`src/rtl/pipe_mode_ctrl.sv`:
```
// Frame-synchronous filter-pipeline mode controller: swaps mode at EOF, flushes stages, muxes pixel source.
// Latency: pixel mux 1 cycle registered; oMODE/oFRAME_CNT update the cycle after EOF.
// Backpressure: none; a free-running pixel stream, so data is never stalled, only dropped while flushing.
module pipe_mode_ctrl #(
    parameter int IMG_W     = 1280,
    parameter int IMG_H     = 960,
    parameter int FLUSH_CYC = 16
) (
    input  logic        iCLK,
    input  logic        iRST,
    input  logic [1:0]  iMODE_REQ,
    input  logic        iMODE_STB,
    input  logic [10:0] iX_Cont,
    input  logic [10:0] iY_Cont,
    input  logic        iDVAL,
    input  logic [11:0] iRAW,
    input  logic [11:0] iGREY,
    input  logic        iGREY_DVAL,
    input  logic [11:0] iCONV,
    input  logic        iCONV_DVAL,
    output logic [1:0]  oMODE,
    output logic        oCONV_DIR,
    output logic        oPIPE_CLR_n,
    output logic [11:0] oDATA,
    output logic        oDVAL,
    output logic        oBUSY,
    output logic [15:0] oFRAME_CNT,
    output logic        oERR
);

    // Flush countdown is loaded with FLUSH_CYC-1 and runs down to zero, so
    // FLUSH lasts exactly FLUSH_CYC cycles.
    localparam int                CNT_W    = (FLUSH_CYC > 1) ? $clog2(FLUSH_CYC) : 1;
    localparam logic [CNT_W-1:0]  CNT_LOAD = CNT_W'(FLUSH_CYC - 1);
    localparam logic [CNT_W-1:0]  CNT_ONE  = CNT_W'(1);

    // One extra bit so IMG_W/IMG_H of exactly 2048 would still compare correctly.
    localparam logic [11:0] W_LIM  = 12'(IMG_W);
    localparam logic [11:0] H_LIM  = 12'(IMG_H);
    localparam logic [10:0] X_LAST = 11'(IMG_W - 1);
    localparam logic [10:0] Y_LAST = 11'(IMG_H - 1);

    typedef enum logic [1:0] {
        ST_WAIT_SOF = 2'd0,
        ST_RUN      = 2'd1,
        ST_PEND     = 2'd2,
        ST_FLUSH    = 2'd3
    } state_t;

    state_t            state_q, state_d;
    logic [1:0]        mode_q, mode_d;
    logic [1:0]        next_mode_q, next_mode_d;
    logic              pend_q, pend_d;
    logic [CNT_W-1:0]  flush_cnt_q, flush_cnt_d;
    logic [11:0]       data_q, data_d;
    logic              dval_q, dval_d;
    logic [15:0]       frame_cnt_q, frame_cnt_d;
    logic              err_q, err_d;

    logic              sof;
    logic              eof;
    logic              coord_bad;
    logic              pend_eff;
    logic [1:0]        next_eff;
    logic              mux_en;
    logic [11:0]       sel_dat;
    logic              sel_vld;

    // Frame markers and range check on the incoming pixel coordinates.
    assign sof       = iDVAL && (iX_Cont == 11'd0)   && (iY_Cont == 11'd0);
    assign eof       = iDVAL && (iX_Cont == X_LAST) && (iY_Cont == Y_LAST);
    assign coord_bad = iDVAL && (({1'b0, iX_Cont} >= W_LIM) || ({1'b0, iY_Cont} >= H_LIM));

    // A strobe in this cycle overrides the stored request, so a strobe that
    // lands exactly on EOF is the one that gets applied at that EOF.
    assign pend_eff = iMODE_STB ? (iMODE_REQ != mode_q) : pend_q;
    assign next_eff = iMODE_STB ? iMODE_REQ : next_mode_q;

    // The SOF pixel itself must pass, so the mux is also open on the SOF cycle
    // of WAIT_SOF; a SOF seen while flushing is ignored and its frame dropped.
    assign mux_en = (state_q == ST_RUN) || (state_q == ST_PEND) ||
                    ((state_q == ST_WAIT_SOF) && sof);

    // Next-state logic: request tracking, mode swap at EOF, flush countdown, frame count.
    always_comb begin
        state_d     = state_q;
        mode_d      = mode_q;
        next_mode_d = next_eff;
        pend_d      = pend_eff;
        flush_cnt_d = flush_cnt_q;
        frame_cnt_d = frame_cnt_q;
        case (state_q)
            ST_WAIT_SOF: begin
                if (sof) begin
                    state_d = ST_RUN;
                end
            end
            ST_RUN: begin
                if (eof) begin
                    frame_cnt_d = frame_cnt_q + 16'd1;
                end
                if (eof && pend_eff) begin
                    state_d     = ST_FLUSH;
                    mode_d      = next_eff;
                    pend_d      = 1'b0;
                    flush_cnt_d = CNT_LOAD;
                end else if (pend_eff) begin
                    state_d = ST_PEND;
                end
            end
            ST_PEND: begin
                if (eof) begin
                    frame_cnt_d = frame_cnt_q + 16'd1;
                end
                if (eof && pend_eff) begin
                    state_d     = ST_FLUSH;
                    mode_d      = next_eff;
                    pend_d      = 1'b0;
                    flush_cnt_d = CNT_LOAD;
                end else if (!pend_eff) begin
                    // Re-request of the active mode cancelled the change.
                    state_d = ST_RUN;
                end
            end
            ST_FLUSH: begin
                if (flush_cnt_q == '0) begin
                    state_d = ST_WAIT_SOF;
                end else begin
                    flush_cnt_d = flush_cnt_q - CNT_ONE;
                end
            end
            default: begin
                state_d = ST_WAIT_SOF;
            end
        endcase
    end

    // Source select for the active mode; edge-X and edge-Y share the convolution stage.
    always_comb begin
        sel_dat = iRAW;
        sel_vld = iDVAL;
        case (mode_q)
            2'd0: begin
                sel_dat = iRAW;
                sel_vld = iDVAL;
            end
            2'd1: begin
                sel_dat = iGREY;
                sel_vld = iGREY_DVAL;
            end
            default: begin
                sel_dat = iCONV;
                sel_vld = iCONV_DVAL;
            end
        endcase
    end

    // Output pixel register input: data holds when nothing valid is selected.
    always_comb begin
        dval_d = mux_en && sel_vld;
        data_d = (mux_en && sel_vld) ? sel_dat : data_q;
        err_d  = err_q || coord_bad;
    end

    // FSM state and flush counter.
    always_ff @(posedge iCLK or negedge iRST) begin
        if (!iRST) begin
            state_q     <= ST_WAIT_SOF;
            flush_cnt_q <= '0;
        end else begin
            state_q     <= state_d;
            flush_cnt_q <= flush_cnt_d;
        end
    end

    // Mode/request registers, output pixel register, frame counter and sticky error.
    always_ff @(posedge iCLK or negedge iRST) begin
        if (!iRST) begin
            mode_q      <= 2'd0;
            next_mode_q <= 2'd0;
            pend_q      <= 1'b0;
            data_q      <= 12'd0;
            dval_q      <= 1'b0;
            frame_cnt_q <= 16'd0;
            err_q       <= 1'b0;
        end else begin
            mode_q      <= mode_d;
            next_mode_q <= next_mode_d;
            pend_q      <= pend_d;
            data_q      <= data_d;
            dval_q      <= dval_d;
            frame_cnt_q <= frame_cnt_d;
            err_q       <= err_d;
        end
    end

    // The clear comes straight off the state register, so it is glitch-free and
    // snaps back high the moment reset forces WAIT_SOF.
    assign oMODE       = mode_q;
    assign oCONV_DIR   = mode_q[1] & mode_q[0];
    assign oPIPE_CLR_n = (state_q != ST_FLUSH);
    assign oDATA       = data_q;
    assign oDVAL       = dval_q;
    assign oBUSY       = pend_q || (state_q == ST_FLUSH);
    assign oFRAME_CNT  = frame_cnt_q;
    assign oERR        = err_q;

endmodule

```
`config.mk`:
```
export PLATFORM = sky130hd
export DESIGN_NAME = pipe_mode_ctrl
export DESIGN_NICKNAME = d
export VERILOG_FILES = /design/src/rtl/pipe_mode_ctrl.sv
export SDC_FILE = /design/constraint.sdc
export NUM_CORES = 1
export LEC_CHECK = 0
export CORE_AREA = 2 2 91 93
export CTS_CLUSTER_SIZE = 40
export DETAILED_ROUTE_END_ITERATION = 7
export DIE_AREA = 0 0 93 95
export GPL_ROUTABILITY_DRIVEN = 0
export PLACE_DENSITY = 0.72
export SLEW_MARGIN = 25
export SYNTH_ARGS = -nofsm -noshare
export SYNTH_HDL_FRONTEND = slang
export SYNTH_SLANG_ARGS = --single-unit
```
`constraint.sdc`:
```
create_clock -name iCLK -period 1.8 [get_ports iCLK]
set_clock_uncertainty 0.15 [all_clocks]
set_input_delay 0.36 -clock iCLK [delete_from_list [all_inputs] [get_ports iCLK]]
set_output_delay 0.36 -clock iCLK [all_outputs]
set_load 0.01 [all_outputs]
```
==> flow_metrics.py, run 1 <==
metrics = {
    "cells_and_area": {
        "final_common_cell": "clkdlybuf4s50_1",
        "antenna_cells": 0,
        "area_delta_synth_final_pct": 87.92,
        "nNetsFinal": 465,
        "mostFrequentLayoutCells": "clkdlybuf4s50_1, buf_4, dfrtp_1",
        "final_layout_size_suffix_gt1_share_pct": 39.85,
        "fin_util_pct": 54.25,
    },
    "clocking": {
        "path_clk_slew_ns": 0.08,
        "numClockSinks": 41,
        "htree_num_levels": 2,
        "worstSkewPairLatency_ns": 0.29,
        "cts_tree": "built",
        "cts_made_buffers": 5,
        "cts_buffer_depth": 2,
        "cts_root_buffer": "clkbuf_8",
    },
    "outcome": {
        "violations": "negative setup slack",
        "status": "finished with violations",
    },
    "routing": {
        "via_per_inst": 4.631,
        "drt-initial-drc-count": 61,
        "wl_per_cell_um": 13.78,
        "dr.pass1.iters": 4,
        "routed_wirelength_um": 6874,
        "vias": 2311,
        "drc": 0,
        "ant_nets": 0,
    },
    "synth": {
        "syn-cell-area_mm2": 0.002288,
        "synth_edf_count": 0,
        "synth_seq_cells": 41,
        "synth.avg_cell_area_um2": 10.22,
        "yosysSeqAreaShare_pct": 44.83,
        "ys_async_sr_fraction_pct": 100.0,
        "synth_warnings": 0,
        "synth_top_area_share_pct": 44.83,
        "ys_top_cells_by_area": "dfrtp_1, mux2_2, mux2i_1",
        "synth_cells": 224,
        "synth_top_area_cell": "dfrtp_1",
        "synth_flop_cell": "dfrtp_1",
        "synth_fp_nets": 296,
        "synth_cell_types": 41,
    },
    "critical_path": {
        "path_cells": "inv_2 -> ha_4 -> nand4_1 -> buf_4 -> or3_4 -> nor3_4 -> xor2_1",
        "critPathCaptureType": "register",
        "start_kind": "register",
        "crit_type": "reg2reg",
        "cp_slowest_stage_delay_ns": 0.41,
        "slowest_stage": "dfrtp_1",
        "crit_path_max_fanout": 4,
        "arrival_ns": 1.99,
        "crit_required_ns": 1.87,
    },
    "timing": {
        "final_hold_viol_count": 0,
        "rsz0062_at_grt": "yes",
        "worstMarginPinSlew_ns": 0.5249,
        "min_period_over_period_pct": 106.9,
        "final.setup.tns_ns": -2.105,
        "worst_slack_ns": -0.1241,
        "maxSlewViolCount": 0,
        "clock.fmax_mhz": 519.7,
        "slew-limit-headroom_pct": 65.01,
        "period_minus_slack_ns": 1.924,
        "finalSetupViolCount": 28,
    },
    "power": {
        "max-vdd-ir-drop_mv": 0.5075,
        "power_leakage_uw": 0.001974,
        "p_per_area_mw_per_mm2": 932.2,
    },
    "flow_run": {
        "maxCapViolations": 0,
    },
    "placed_design": {
        "numPortBuffers": 100,
        "pre_cts_slack_ns": -0.7085,
        "dp_hpwl_um": 4614,
    },
    "floorplanning": {
        "fp.dieH_um": 95,
        "core-area_mm2": 0.007928,
        "io_pins": 101,
        "start_util_pct": 28.87,
        "rows": 33,
        "die_w_um": 93,
        "die-area_mm2": 0.008835,
    },
    "global_route": {
        "antenna_found_initial": 0,
        "grt_overflow": 0,
        "grt_pass1_wl_um": 10760,
        "first_global_vias": 2343,
        "track_usage_pct": 15.48,
        "grt_max_degree": 42,
    },
    "worst_hold_path": {
        "hold_path.class": "in2reg",
    },
}
[power breakdown]
part | total [µW] | internal (µW) | switching, µW
sequential | 1260 | 1130 | 134
clock | 596 | 269 | 327
combinational | 2150 | 1290 | 860
total | 4010 | 2690 | 1320
[state kept, by name, indices dropped and copies added (netlist names)]
register	cells
oERR	1
oDATA	12
pend_q	1
oDVAL	1
flush_cnt_q	4
oFRAME_CNT	16
oMODE	2
state_q	2
next_mode_q	2
[critical path: cells and delay by family, from the launching register on]
kind	cells	cell delay, ns
fa+ha+maj	1	0.26
xor+xnor	1	0.16
flops	1	0.41
simple gates	3	0.63
buf+inv	2	0.23
[logic make-up after synthesis]
kind of cell	count (synthesis)	share of synthesized area [%]
XOR/XNOR	17	6.506
adder cells (fa/ha/maj)	6	3.280
buffers and inverters	15	2.734
AO/OA/AOI/OAI	32	8.420
flip-flops	41	44.83
multiplexers	30	14.05
AND/OR/NAND/NOR	83	20.18
[Yosys cell counts (2+ instances only)]
| library cell | instances |
|---|---|
| dfrtp_1 | 41 |
| nand2_1 | 27 |
| mux2_2 | 17 |
| mux2i_1 | 13 |
| nor2_1 | 13 |
| o21ai_0 | 13 |
| xnor2_1 | 11 |
| a21oi_1 | 8 |
| inv_1 | 8 |
| nand3_1 | 7 |
| ha_1 | 6 |
| nand4_1 | 6 |
| nor4_1 | 6 |
| xor2_1 | 6 |
| nor3_1 | 4 |
| and3_1 | 3 |
| and4_1 | 3 |
| clkbuf_1 | 3 |
| nor2_2 | 3 |
| o31ai_1 | 3 |
| a31oi_1 | 2 |
| buf_2 | 2 |
[final cells by class]
cell class,instances,area [µm²]
Fill cell,678,3627
Timing Repair Buffer,169,1553
Multi-Input combinational cell,168,1473
Sequential cell,41,1026
Tap cell,105,131.4
Clock buffer,6,72.57
Inverter,8,35.03
Clock inverter,2,10.01
[path summary, 6_finish.rpt]
check / from / to / slack, ns / cells after the start
min: iY_Cont[10] / oERR / 0.21 / 3
max reg2reg: state_q[1] / oFRAME_CNT[15] / -0.12 / 7
max: state_q[1] / oFRAME_CNT[15] / -0.12 / 7
min reg2reg: oERR / oERR / 0.32 / 1
min in group asynchronous: iRST / oDATA[4] / 0.51 / 3
max in group asynchronous: iRST / oFRAME_CNT[5] / 0.62 / 3
[stage by stage]
step	total power (µW)	hold slack, ns	std cells	cell area (µm²)
5_1_grt	4246	0.2135	499	4300
3_3_place_gp	2806	0.2910	456	3677
3_5_place_dp	2850	0.2997	456	3677
6_report	4009	0.2142	499	4300
2_1_floorplan	1944	-0.08559	224	2327
4_1_cts	3838	0.2544	485	4065
[metal layers]
layer / wire [µm] / track usage (%)
met4: 131 / 6.740
met1: 2899 / 18.16
met3: 292 / 2.474
met5: 0 / 0
met2: 3550 / 27.96
[what timing repair did]
item,4_1_cts,5_1_grt
pin swaps,26,19
resized for setup,133,43
setup buffers,18,15
cloned,2,0
hold buffers,1,0
hold endpoints to repair,41,0
setup endpoints to repair,45,43
(Power assumes the default switching activity.)
==> run 2, diff against run 1 <==
- PLACE_DENSITY: 0.72 -> 0.66
==> run 2 against run 1 <==
Compared with the run above: the flow still finishes with violations (negative setup slack); first-iteration DRC count up 23%; total power is 6.7% higher; non-clock buffer count shrank 9; highest routed layer unchanged; critical path type is now in2reg; cell area barely moved; combinational power rose by 9.3%; sequential share of layout area about the same; sequential power barely moved; largest cell class is now multi-input combinational cells; die area unchanged; fmax decreased by 0.77%.
==> flow_metrics.py, run 2 (same netlist as run 1, synthesis figures left out) <==
metrics = {
    "routing": {
        "drc": 0,
        "vias": 2319,
        "wl_per_cell_um": 15.39,
        "drt-initial-drc-count": 75,
        "via_per_inst": 4.723,
        "dr.pass1.iters": 5,
        "ant_nets": 0,
        "routed_wirelength_um": 7557,
    },
    "placed_design": {
        "pre_cts_slack_ns": -0.7011,
        "place_inst": 453,
        "numPortBuffers": 100,
        "dp_hpwl_um": 4870,
    },
    "power": {
        "p_int_uw": 2836,
        "power_frac_comb_pct": 55.0,
        "max-vdd-ir-drop_mv": 0.4622,
        "p_sw_share_pct": 33.74,
        "power.total_uw": 4279,
        "p_sw_uw": 1444,
        "pwr-share-clk_pct": 15.6,
        "power_leakage_uw": 0.001918,
        "pwr-share-seq_pct": 29.4,
        "p_per_area_mw_per_mm2": 994.5,
    },
    "floorplanning": {
        "rows": 33,
        "io_pins": 101,
        "fp.dieH_um": 95,
        "start_util_pct": 28.87,
        "die-area_mm2": 0.008835,
        "core-area_mm2": 0.007928,
        "die_w_um": 93,
    },
    "clocking": {
        "numClockSinks": 41,
        "cts_root_buffer": "clkbuf_8",
        "htree_num_levels": 2,
        "path_clk_slew_ns": 0.08,
        "cts_tree": "built",
        "worstSkewPairLatency_ns": 0.30,
        "cts_made_buffers": 5,
        "cts_buffer_depth": 2,
    },
    "timing": {
        "maxSlewViolCount": 0,
        "clock.fmax_mhz": 515.7,
        "period_minus_slack_ns": 1.939,
        "final_hold_viol_count": 0,
        "worstMarginPinSlew_ns": 0.3938,
        "finalSetupViolCount": 28,
        "slew-limit-headroom_pct": 73.65,
        "min_period_over_period_pct": 107.7,
        "rsz0062_at_grt": "yes",
        "worst_slack_ns": -0.1390,
    },
    "worst_hold_path": {
        "min_path_cells": 3,
        "hold_path.class": "in2reg",
    },
    "global_route": {
        "grt_max_degree": 42,
        "use_met1_pct": 18.19,
        "use_met2_pct": 30.86,
        "antenna_found_initial": 1,
        "grt_overflow": 0,
        "met3_usage_pct": 3.113,
        "track_usage_pct": 16.58,
        "first_global_vias": 2445,
        "busiest_layer": "met2",
        "grt_pass1_wl_um": 11400,
    },
    "cells_and_area": {
        "fin_util_pct": 54.28,
        "final_common_cell": "clkdlybuf4s50_1",
        "area_delta_synth_final_pct": 88.03,
        "fin_cells": 491,
        "mostFrequentLayoutCells": "clkdlybuf4s50_1, buf_4, dfrtp_1",
        "largest_register_ffs": 16,
        "final_layout_size_suffix_gt1_share_pct": 39.48,
        "filler_cell_count": 681,
        "nNetsFinal": 456,
    },
    "critical_path": {
        "start_kind": "input port",
        "critPathCaptureType": "register",
        "crit_path_max_fanout": 3,
        "crit_type": "in2reg",
        "arrival_ns": 1.97,
        "crit_required_ns": 1.83,
        "reg2regPathDepth": 7,
    },
    "outcome": {
        "violations": "negative setup slack",
        "status": "finished with violations",
    },
    "flow_run": {
        "maxCapViolations": 0,
    },
}
## run 2: layout make-up
cell class	instances	area, µm²	share of cell area, %
Inverter	8	30.03	0.6979
Clock inverter	1	5.005	0.1163
Clock buffer	7	96.34	2.239
Antenna cell	1	2.502	0.05816
Timing Repair Buffer	160	1474	34.25
Tap cell	105	131.4	3.053
Sequential cell	41	1028	23.90
Multi-Input combinational cell	168	1535	35.68
## run 2: routing by layer
metal	wire length (µm)	up-vias
met1	2958	1128
met5	0	-
met3	256	14
li1	-	1112
met2	4152	65
met4	190	0
## run 2: repair_timing
action | in CTS | in global routing
hold buffers | 1 | 0
pin swaps | 31 | 25
gates cloned | 2 | 0
gates resized for setup | 122 | 45
buffers inserted | 18 | 10
setup endpoints to repair | 49 | 39
endpoints found under the hold margin | 41 | 0
## run 2: critical path: stages
cell	delay, ns
clkdlybuf4s15_1	0.22
nor4_2	0.22
nand3_2	0.16
buf_6	0.15
o31ai_4	0.24
o211ai_1	0.21
a2111oi_2	0.31
a21oi_1	0.09
## run 2: power groups by stage
stage,Combinational (µW),Sequential [µW],Clock (µW)
3_3_place_gp,1600,1240,0
6_report,2350,1260,668
4_1_cts,2060,1240,680
3_5_place_dp,1640,1250,0
5_1_grt,2500,1280,724
2_1_floorplan,616,1330,0
## run 2: final timing paths
check | from | to | slack (ns)
setup / recovery | iX_Cont[10] | state_q[0] | -0.14
hold / removal | iY_Cont[10] | oERR | 0.25
setup reg to reg | state_q[0] | oFRAME_CNT[15] | -0.12
hold reg to reg | oERR | oERR | 0.33
max in group asynchronous | iRST | oMODE[1] | 0.86
min in group asynchronous | iRST | flush_cnt_q[1] | 0.43
## run 2: stage by stage
stage	instance area, µm²	hold slack, ns	setup TNS [ns]
after floorplan	2327	-0.08559	-1.570
after global placement	3667	0.2036	-21.01
after detailed placement	3667	0.2067	-22.05
after CTS	4125	0.2609	-2.037
after global routing	4303	0.2835	-3.979
final	4303	0.2544	-2.094
==> run 3, diff against run 2 <==
- ABC_AREA: not set -> 1
- CORE_AREA: 2 2 91 93 -> 2 2 85 87
- DIE_AREA: 0 0 93 95 -> 0 0 87 89
- PLACE_DENSITY: 0.66 -> not set
- PLACE_DENSITY_LB_ADDON: not set -> 0.05
==> run 3 against run 2 <==
Compared with the run above: the flow now finishes without violations; highest routed layer unchanged; clock power rose by 38%; sequential cell count did not move; first-iteration DRC count rose by 57%; worst hold slack got worse by 0.0073 ns; sequential power barely moved; cell area rose by 8.4%; via count rose by 26%; synthesized cell count rose by 59%; synthesized area rose by 17%; count of clock-buffer cells in the layout fell by 2; total power rose by 0.36%; register-to-register slack improved by 0.18 ns.
==> flow_metrics.py, run 3 <==
metrics = {
    "synth": {
        "synthTopCellsByCount": "nand2_1, dfrtp_1, nor2_1",
        "synth.avg_cell_area_um2": 7.486,
        "synth_top_area_cell": "dfrtp_1",
        "synth.most_common_cell": "nand2_1",
        "synth_top_area_share_pct": 38.39,
        "synth_flop_cell": "dfrtp_1",
        "syn-cell-area_mm2": 0.002673,
        "yosysSeqAreaShare_pct": 38.39,
        "synth_warnings": 0,
        "synth_cells": 357,
        "ys_top_cells_by_area": "dfrtp_1, nand2_1, nor2_1",
        "synth_edf_count": 0,
        "ys_async_sr_fraction_pct": 100.0,
        "synth_seq_cells": 41,
        "synth_cell_types": 28,
        "synth_fp_nets": 429,
    },
    "flow_run": {
        "maxCapViolations": 0,
    },
    "power": {
        "p_int_uw": 2746,
        "p_sw_share_pct": 36.07,
        "pwr-share-seq_pct": 29.8,
        "max-vdd-ir-drop_mv": 0.6658,
        "power_frac_comb_pct": 48.7,
        "p_per_area_mw_per_mm2": 921.0,
        "power_leakage_uw": 0.002442,
        "pwr-share-clk_pct": 21.5,
        "p_sw_uw": 1549,
        "power.total_uw": 4295,
    },
    "clocking": {
        "cts_buffer_depth": 2,
        "path_clk_slew_ns": 0.08,
        "cts_root_buffer": "clkbuf_8",
        "htree_num_levels": 2,
        "cts_made_buffers": 5,
        "numClockSinks": 41,
        "worstSkewPairLatency_ns": 0.31,
        "cts_tree": "built",
    },
    "routing": {
        "wl_per_cell_um": 13.23,
        "dr.pass1.iters": 4,
        "drt-initial-drc-count": 118,
        "routed_wirelength_um": 7896,
        "drc": 0,
        "vias": 2913,
        "ant_nets": 0,
        "via_per_inst": 4.879,
    },
    "global_route": {
        "grt_max_degree": 42,
        "grt_overflow": 0,
        "grt_pass1_wl_um": 12040,
        "first_global_vias": 2718,
        "track_usage_pct": 19.88,
        "antenna_found_initial": 0,
    },
    "critical_path": {
        "crit_path_max_fanout": 2,
        "crit_required_ns": 1.29,
        "critPathCaptureType": "output pin",
        "r2r_setup_slack_ns": 0.06,
        "arrival_ns": 1.25,
        "start_kind": "register",
        "r2r_end": "oFRAME_CNT[4]",
        "reg2regPathDepth": 8,
        "rr_startpoint": "state_q[0]",
        "crit_type": "reg2out",
    },
    "floorplanning": {
        "core-area_mm2": 0.006719,
        "die-area_mm2": 0.007743,
        "die_w_um": 87,
        "io_pins": 101,
        "rows": 30,
        "fp.dieH_um": 89,
        "start_util_pct": 39.78,
    },
    "placed_design": {
        "dp_hpwl_um": 5438,
        "postPlaceCellArea_mm2": 0.003988,
        "numPortBuffers": 100,
    },
    "cells_and_area": {
        "largest_register_ffs": 16,
        "fin_util_pct": 69.40,
        "final_layout_size_suffix_gt1_share_pct": 30.56,
        "area_delta_synth_final_pct": 74.48,
        "stdcell_area_mm2": 0.004663,
        "mostFrequentLayoutCells": "nand2_1, clkdlybuf4s50_1, buf_4",
        "antenna_cells": 0,
        "final_common_cell": "nand2_1",
        "nNetsFinal": 588,
    },
    "timing": {
        "min_period_over_period_pct": 97.79,
        "slew-limit-headroom_pct": 78.33,
        "final_hold_viol_count": 0,
        "period_minus_slack_ns": 1.760,
        "finalSetupViolCount": 0,
        "clock.fmax_mhz": 568.1,
        "maxSlewViolCount": 0,
        "worstMarginPinSlew_ns": 0.3233,
        "rsz0062_at_grt": "yes",
    },
    "worst_hold_path": {
        "min_to": "oERR",
        "hold_path.class": "in2reg",
        "min_path_cells": 3,
        "min_from": "iDVAL",
    },
    "outcome": {
        "status": "completed",
    },
}
run 3: cell count changes after synthesis, sizes merged, moves of 4 or more:
cell / change
nand2: +87
nor2: +32
inv: +29
nand3: +21
mux2: -17
mux2i: -13
a22o: +12
nor4: -7
o21ai: +6
a21oi: +4
and4: -4
nand4: +4
xor2: -4
run 3: final cells by class:
class                      count  area (µm²)
fill                         569        2056
multi-input combinational    271        1644
timing repair buffer         160        1612
sequential                    41        1031
inverter                      37       138.9
tap                           80       100.1
clock buffer                   5       68.82
clock inverter                 3       68.82
run 3: kinds of logic after synthesis:
family | count (synthesis) | share of synthesized area (%)
buf+inv | 45 | 7.397
compound gates | 45 | 12.08
xor+xnor | 13 | 4.822
fa+ha+maj | 6 | 2.809
flops | 41 | 38.39
simple gates | 207 | 34.50
run 3: timing repair:
item / CTS / global route
hold buffers: 1 / 0
endpoints found under the setup margin: 26 / 44
gates cloned: 0 / 3
resized for setup: 19 / 90
buffers inserted: 16 / 8
endpoints found under the hold margin: 41 / 0
pin swaps: 2 / 30
run 3: critical path, stage by stage (launching register included):
cell and delay [ns]:
dfrtp_1 0.39, ha_2 0.19, or2_4 0.25, buf_6 0.12
run 3: worst max path at each step:
stage                             from             to  slack (ns)  depth (start not counted)
after global routing      iMODE_REQ[1]     state_q[1]       -0.05                         11
final                       state_q[1]          oBUSY        0.04                          3
after floorplan             state_q[0]      oDATA[10]        0.04                          9
after global placement      iX_Cont[1]  oFRAME_CNT[7]       -0.36                         10
after CTS                   iX_Cont[1]  oFRAME_CNT[6]       -0.01                         10
after detailed placement    iX_Cont[1]  oFRAME_CNT[7]       -0.40                         10
run 3: metrics by stage:
| step | std cells | setup slack (ns) | hold WS [ns] | setup TNS [ns] |
|---|---|---|---|---|
| 2_1_floorplan | 357 | 0.04446 | -0.08559 | 0 |
| 3_5_place_dp | 561 | -0.4004 | 0.2002 | -10.77 |
| 3_3_place_gp | 561 | -0.3562 | 0.1994 | -9.814 |
| 5_1_grt | 597 | -0.05230 | 0.2919 | -0.1168 |
| 4_1_cts | 586 | -0.01471 | 0.3327 | -0.02841 |
| 6_report | 597 | 0.03973 | 0.2471 | 0 |
run 3: power groups by stage:
stage          registers [µW]  clock network, µW  logic [µW]
3_5_place_dp             1270                  0        1750
3_3_place_gp             1270                  0        1720
2_1_floorplan            1350                  0         891
6_report                 1280                923        2090
4_1_cts                  1260                947        1770
5_1_grt                  1300                986        2320
run 3: routing by layer:
layer | track usage [%] | part of all wire, %
met2 | 35.81 | 53
met5 | 0 | 0
met4 | 8.665 | 2.6
met1 | 22.96 | 41
met3 | 3.878 | 3.8
